## config.mk

```make
export PLATFORM = sky130hd
export DESIGN_NAME = alu_multiplier
export DESIGN_NICKNAME = d
export VERILOG_FILES = /design/src/rtl/alu_multiplier_pkg.sv /design/src/rtl/alu_multiplier_mul_step.sv /design/src/rtl/alu_multiplier.sv
export SDC_FILE = /design/constraint.sdc
export NUM_CORES = 1
export LEC_CHECK = 0
export BUFFER_PORTS_ARGS = -buffer_cell sky130_fd_sc_hd__buf_2
export CORE_AREA = 8 8 205 207
export DETAILED_ROUTE_END_ITERATION = 10
export DIE_AREA = 0 0 213 215
export PLACE_DENSITY = 0.73
export SLEW_MARGIN = 25
export SYNTH_ARGS = -nofsm -noshare
export SYNTH_HDL_FRONTEND = slang
export SYNTH_SLANG_ARGS = --single-unit
```

## constraint.sdc

```tcl
create_clock -name clk -period 6.7 [get_ports clk]
set_input_delay 0 -clock clk [delete_from_list [all_inputs] [get_ports clk]]
set_output_delay 0 -clock clk [all_outputs]
set_load 0.05 [all_outputs]
```

## src/rtl/alu_multiplier_pkg.sv

```systemverilog
// Shared definitions for the iterative shift-add multiplier.
//   MUL_WIDTH   : operand/result width (product is 2*MUL_WIDTH)
//   MUL_CNT_W   : iteration counter width
//   mul_state_t : control FSM states
package package_alu;

  localparam int unsigned MUL_WIDTH = 32;
  localparam int unsigned MUL_CNT_W = $clog2(MUL_WIDTH);

  typedef enum logic [1:0] {
    IDLE,
    CALC,
    DONE
  } mul_state_t;

endpackage

```

## src/rtl/alu_multiplier_mul_step.sv

```systemverilog
// One shift-add iteration, purely combinational.
//   i_acc   : current 2*WIDTH accumulator
//   i_mcand : unsigned multiplicand
//   i_bit   : current multiplier bit
//   i_pos   : bit position (iteration index)
//   o_acc   : accumulator after this iteration
module mul_step
  import package_alu::*;
#(
  parameter int unsigned WIDTH = MUL_WIDTH,
  parameter int unsigned CNT_W = $clog2(WIDTH)
) (
  input  logic [2*WIDTH-1:0] i_acc,
  input  logic [WIDTH-1:0]   i_mcand,
  input  logic               i_bit,
  input  logic [CNT_W-1:0]   i_pos,
  output logic [2*WIDTH-1:0] o_acc
);

  logic [2*WIDTH-1:0] w_addend;

  always_comb begin
    w_addend = '0;
    if (i_bit) begin
      w_addend = {{WIDTH{1'b0}}, i_mcand} << i_pos;
    end
    o_acc = i_acc + w_addend;
  end

endmodule

```

## src/rtl/alu_multiplier.sv

```systemverilog
// Iterative 32x32 shift-add multiplier for the ALU execute stage.
// Returns the low or high half of the signed/unsigned product.
//   clk, rst_n          : clock, async active-low reset
//   in_valid/in_ready   : request handshake (ready only in IDLE)
//   din_a, din_b        : multiplicand, multiplier
//   is_signed, high_sel : two's-complement operands; return upper half
//   out_valid/out_ready : result handshake
//   dout                : selected product half (registered)
//   busy                : unit is not IDLE
module alu_multiplier
  import package_alu::*;
#(
  parameter int unsigned WIDTH = MUL_WIDTH
) (
  input  logic             clk,
  input  logic             rst_n,
  input  logic             in_valid,
  output logic             in_ready,
  input  logic [WIDTH-1:0] din_a,
  input  logic [WIDTH-1:0] din_b,
  input  logic             is_signed,
  input  logic             high_sel,
  output logic             out_valid,
  input  logic             out_ready,
  output logic [WIDTH-1:0] dout,
  output logic             busy
);

  localparam int unsigned CNT_W = $clog2(WIDTH);

  mul_state_t r_state, w_state_next;

  logic [WIDTH-1:0]   r_mcand;
  logic [WIDTH-1:0]   r_mplier;
  logic               r_neg;
  logic               r_high;
  logic [2*WIDTH-1:0] r_acc;
  logic [CNT_W-1:0]   r_cnt;
  logic [WIDTH-1:0]   r_dout;
  logic               r_out_valid;

  logic               w_accept;
  logic               w_last;
  logic [WIDTH-1:0]   w_abs_a;
  logic [WIDTH-1:0]   w_abs_b;
  logic [2*WIDTH-1:0] w_acc_next;
  logic [2*WIDTH-1:0] w_prod;

  assign in_ready  = (r_state == IDLE);
  assign busy      = (r_state != IDLE);
  assign out_valid = r_out_valid;
  assign dout      = r_dout;

  assign w_accept = in_valid && (r_state == IDLE);
  assign w_last   = (r_state == CALC) && (r_cnt == CNT_W'(WIDTH - 1));

  // Magnitudes as unsigned; the most negative value maps onto itself,
  // which is its correct unsigned magnitude.
  assign w_abs_a = (is_signed && din_a[WIDTH-1]) ? (~din_a + WIDTH'(1)) : din_a;
  assign w_abs_b = (is_signed && din_b[WIDTH-1]) ? (~din_b + WIDTH'(1)) : din_b;

  mul_step #(
    .WIDTH (WIDTH),
    .CNT_W (CNT_W)
  ) u_step (
    .i_acc   (r_acc),
    .i_mcand (r_mcand),
    .i_bit   (r_mplier[0]),
    .i_pos   (r_cnt),
    .o_acc   (w_acc_next)
  );

  // Sign is applied to the final sum of the last iteration, so the
  // result register is loaded on the same edge as the last add.
  assign w_prod = r_neg ? (~w_acc_next + (2*WIDTH)'(1)) : w_acc_next;

  always_comb begin
    w_state_next = r_state;
    case (r_state)
      IDLE:    if (in_valid)  w_state_next = CALC;
      CALC:    if (w_last)    w_state_next = DONE;
      DONE:    if (out_ready) w_state_next = IDLE;
      default:                w_state_next = IDLE;
    endcase
  end

  always_ff @(posedge clk or negedge rst_n) begin
    if (!rst_n) begin
      r_state <= IDLE;
    end else begin
      r_state <= w_state_next;
    end
  end

  always_ff @(posedge clk or negedge rst_n) begin
    if (!rst_n) begin
      r_mcand     <= '0;
      r_mplier    <= '0;
      r_neg       <= 1'b0;
      r_high      <= 1'b0;
      r_acc       <= '0;
      r_cnt       <= '0;
      r_dout      <= '0;
      r_out_valid <= 1'b0;
    end else if (w_accept) begin
      r_mcand  <= w_abs_a;
      r_mplier <= w_abs_b;
      r_neg    <= is_signed & (din_a[WIDTH-1] ^ din_b[WIDTH-1]);
      r_high   <= high_sel;
      r_acc    <= '0;
      r_cnt    <= '0;
    end else if (r_state == CALC) begin
      r_acc    <= w_acc_next;
      r_mplier <= r_mplier >> 1;
      r_cnt    <= r_cnt + CNT_W'(1);
      if (w_last) begin
        r_dout      <= r_high ? w_prod[2*WIDTH-1:WIDTH] : w_prod[WIDTH-1:0];
        r_out_valid <= 1'b1;
      end
    end else if ((r_state == DONE) && out_ready) begin
      r_out_valid <= 1'b0;
    end
  end

endmodule

```

==> metrics.yaml <==
outcome: "complete, no violations"
grt_pass1_wl_um: 107000
ios: 105
max-cap-violations: 0
syn_area_mm2: 0.0168
fin_skew_ns: 0.0171
hp-class: "in2async"
relSlewSlack_pct: 37.7
critPathRequiredTime_ns: 7.07
fill_cells: 3757
finalCriticalPeriod_ns: 6.49
syn-num-nets: 2359
synthArstFlopShare_pct: 100
antenna_left: 0
cts.sinks: 170
yosysSeqAreaShare_pct: 25.3
grtUsageTotal_pct: 30.1
crit_type: "reg2reg"
tritoncts: "built"
multiInputGateArea_mm2: 0.0119
ff_latch_area_mm2: 0.00426
ys_warn_count: 0
clkTransAtPathRegs_ns: 0.08
dp.cells: 2796
worst_pin_slew_ns: 0.935
rows: 73
finalWirelength_um: 70000
yosys.area.top_type: "dfrtp_1"
yosys-top-cells-area: "dfrtp_1 (25%), nand2_1 (7.1%), o21ai_0 (5.5%)"
final-hold-violation-count: 0
hpwl_um: 54400
avgSynthCellArea_um2: 7.56
ys_ff_latch: 170
dr.first_iter.drc_count: 1900
synth_top_area_share_pct: 25.3
stdcell_count: 2909
rr_worst_depth: 19
final_cell_mix: "nand2_1 (315), nor2_1 (224), o21ai_0 (180), dfrtp_1 (167), a21oi_1 (145)"
dr.pass1.iters: 5
numCtsBuffers: 17
final_common_cell: "nand2_1"
port-buffer-count: 104
fmax_mhz: 154
critPathCapture: "dout[29]"
r2r_start: "r_cnt[0]"
core_mm2: 0.0390
drc: 0
synthDistinctLibCells: 98
antenna_found_initial: 1
cp-start-kind: "register"
gp_congestion: 1.04
vdd_drop_max_v: 0.000382
timing.final.crit_share_pct: 96.9
p_leak_nw: 8.34
cts.path.max_buffers: 2
synth_flop_cell: "dfrtp_1"
cp-end-kind: "register"
crit_arrival_ns: 6.86
start_util_pct: 43.0
reg2reg_slack_ns: 0.21
rr_endpoint: "dout[29]"
rsz0062_at_grt: "no"
critPathLaunch: "r_cnt[0]"
grt_max_degree: 110
htree_levels: 4
cts_setup_buffers: 0
wl_per_cell_um: 24.1
grt-ovfl-total: 0
final_net_count: 2508
die_w_um: 213
vias_per_cell: 6.39
area_delta_synth_final_pct: 16.8
design.die.area_mm2: 0.0458
syn_inst: 2220
power.density_mw_per_mm2: 588
cp_max_fo: 26
die_h_um: 215
root_buffer: "clkbuf_16"
utilization_pct: 50.3
synth-edff-count: 0
slew_violations: 0
drive_above_1_share_pct: 13.5
vias: 18597
grt_pass1_vias: 17681
clk_latency_ns: 0.48
final-setup-viol-count: 0
## Yosys cell counts (all sizes together), types with 12 or more instances
| cell type | instances |
|---|---|
| nor2 | 224 |
| or3 | 24 |
| xor2 | 57 |
| nor4 | 18 |
| buf | 26 |
| or4 | 12 |
| o211ai | 23 |
| a211oi | 13 |
| a21oi | 147 |
| mux2 | 26 |
| nand4 | 38 |
| and3 | 13 |
| mux4 | 20 |
| mux2i | 59 |
| clkbuf | 121 |
| nor2b | 16 |
| and2 | 30 |
| o31ai | 30 |
| nand2 | 318 |
| o21a | 15 |
| o21ai | 192 |
| inv | 29 |
| o22ai | 20 |
| a31oi | 53 |
| dfrtp | 170 |
| a21o | 27 |
| ha | 68 |
| nand2b | 13 |
| xnor2 | 66 |
| nand3 | 122 |
| nor3 | 52 |
## flip-flops by register name, summed over array words and instances, names as in the netlist
signal / cells
r_mplier: 32
r_acc: 64
out_valid: 1
r_mcand: 32
r_high: 1
dout: 32
r_cnt: 5
r_neg: 1
r_state: 2
## final cells by class
| class | count | area share (%) |
|---|---|---|
| inverter | 31 | 0.593 |
| sequential | 170 | 21.7 |
| timing repair buffer | 277 | 10.4 |
| antenna | 2 | 0.0255 |
| clock inverter | 13 | 1.05 |
| tap | 525 | 3.35 |
| clock buffer | 19 | 2.26 |
| multi-input combinational | 1872 | 60.6 |
## worst min path at each step
stage / to / slack (ns)
5_1_grt: r_cnt[2] / 0.18
3_3_place_gp: r_mplier[14] / 0.16
3_5_place_dp: r_mplier[14] / 0.16
6_report: r_mplier[15] / 0.17
2_1_floorplan: dout[0] / -0.30
4_1_cts: r_cnt[2] / 0.14
## metrics by stage
step	hold slack, ns	area (um^2)	setup TNS (ns)	total power, mW	worst slack [ns]
2_1_floorplan	-0.296	16800	0	7.18	0.424
6_report	0.174	19600	0	11.5	0.209
3_5_place_dp	0.164	18100	0	10.1	0.0391
5_1_grt	0.178	19600	0	12.2	0.00157
4_1_cts	0.138	19600	0	11.3	0.0646
3_3_place_gp	0.158	18100	-0.291	10.0	-0.291
## critical path: stages (launching register included)
cell and delay (ns):
dfrtp_4 0.59, buf_12 0.24, mux4_2 0.56, mux2i_1 0.24, mux2_2 0.25, o32ai_1 0.18, ha_1 0.44, a21oi_1 0.23
o21ai_0 0.12, buf_4 0.16, a221oi_1 0.35, and3b_1 0.24, o22ai_1 0.11, or4_4 0.54, or4_4 0.45, or4_4 0.58
or3_1 0.34, mux2i_1 0.13, a221o_1 0.30, o32a_1 0.34
## routing by layer
layer / GRT usage [%] / part of all wire (%) / wire length, um
met1: 40.8 / 43 / 30200
met2: 44.7 / 43 / 30100
met3: 5.76 / 8.1 / 5650
met4: 15.7 / 5.8 / 4030
met5: 0 / 0 / 0
## cells by family (layout without fill, tap and decap cells)
group	Yosys count	after routing	share of synthesized area, %
buffers and inverters	178	340	4.24
adder cells (fa/ha/maj)	69	69	5.19
multiplexers	105	105	7.95
AND/OR/NAND/NOR	931	931	26.5
XOR/XNOR	123	123	6.42
AO/OA/AOI/OAI	644	644	24.4
flip-flops	170	170	25.3
other	0	2	0
## timing repair
action | CTS | global route
hold buffers | 79 | 0
hold endpoints to repair | 159 | 0
setup endpoints to repair | 1 | 31
gates resized for setup | 1 | 13
## where the power goes
part	total [mW]	internal [mW]	switching (mW)
clock network	1.13	0.645	0.487
registers	1.87	1.48	0.389
logic	8.53	2.91	5.63
total	11.5	5.03	6.50
No activity file was read; power rests on OpenSTA's default activity.
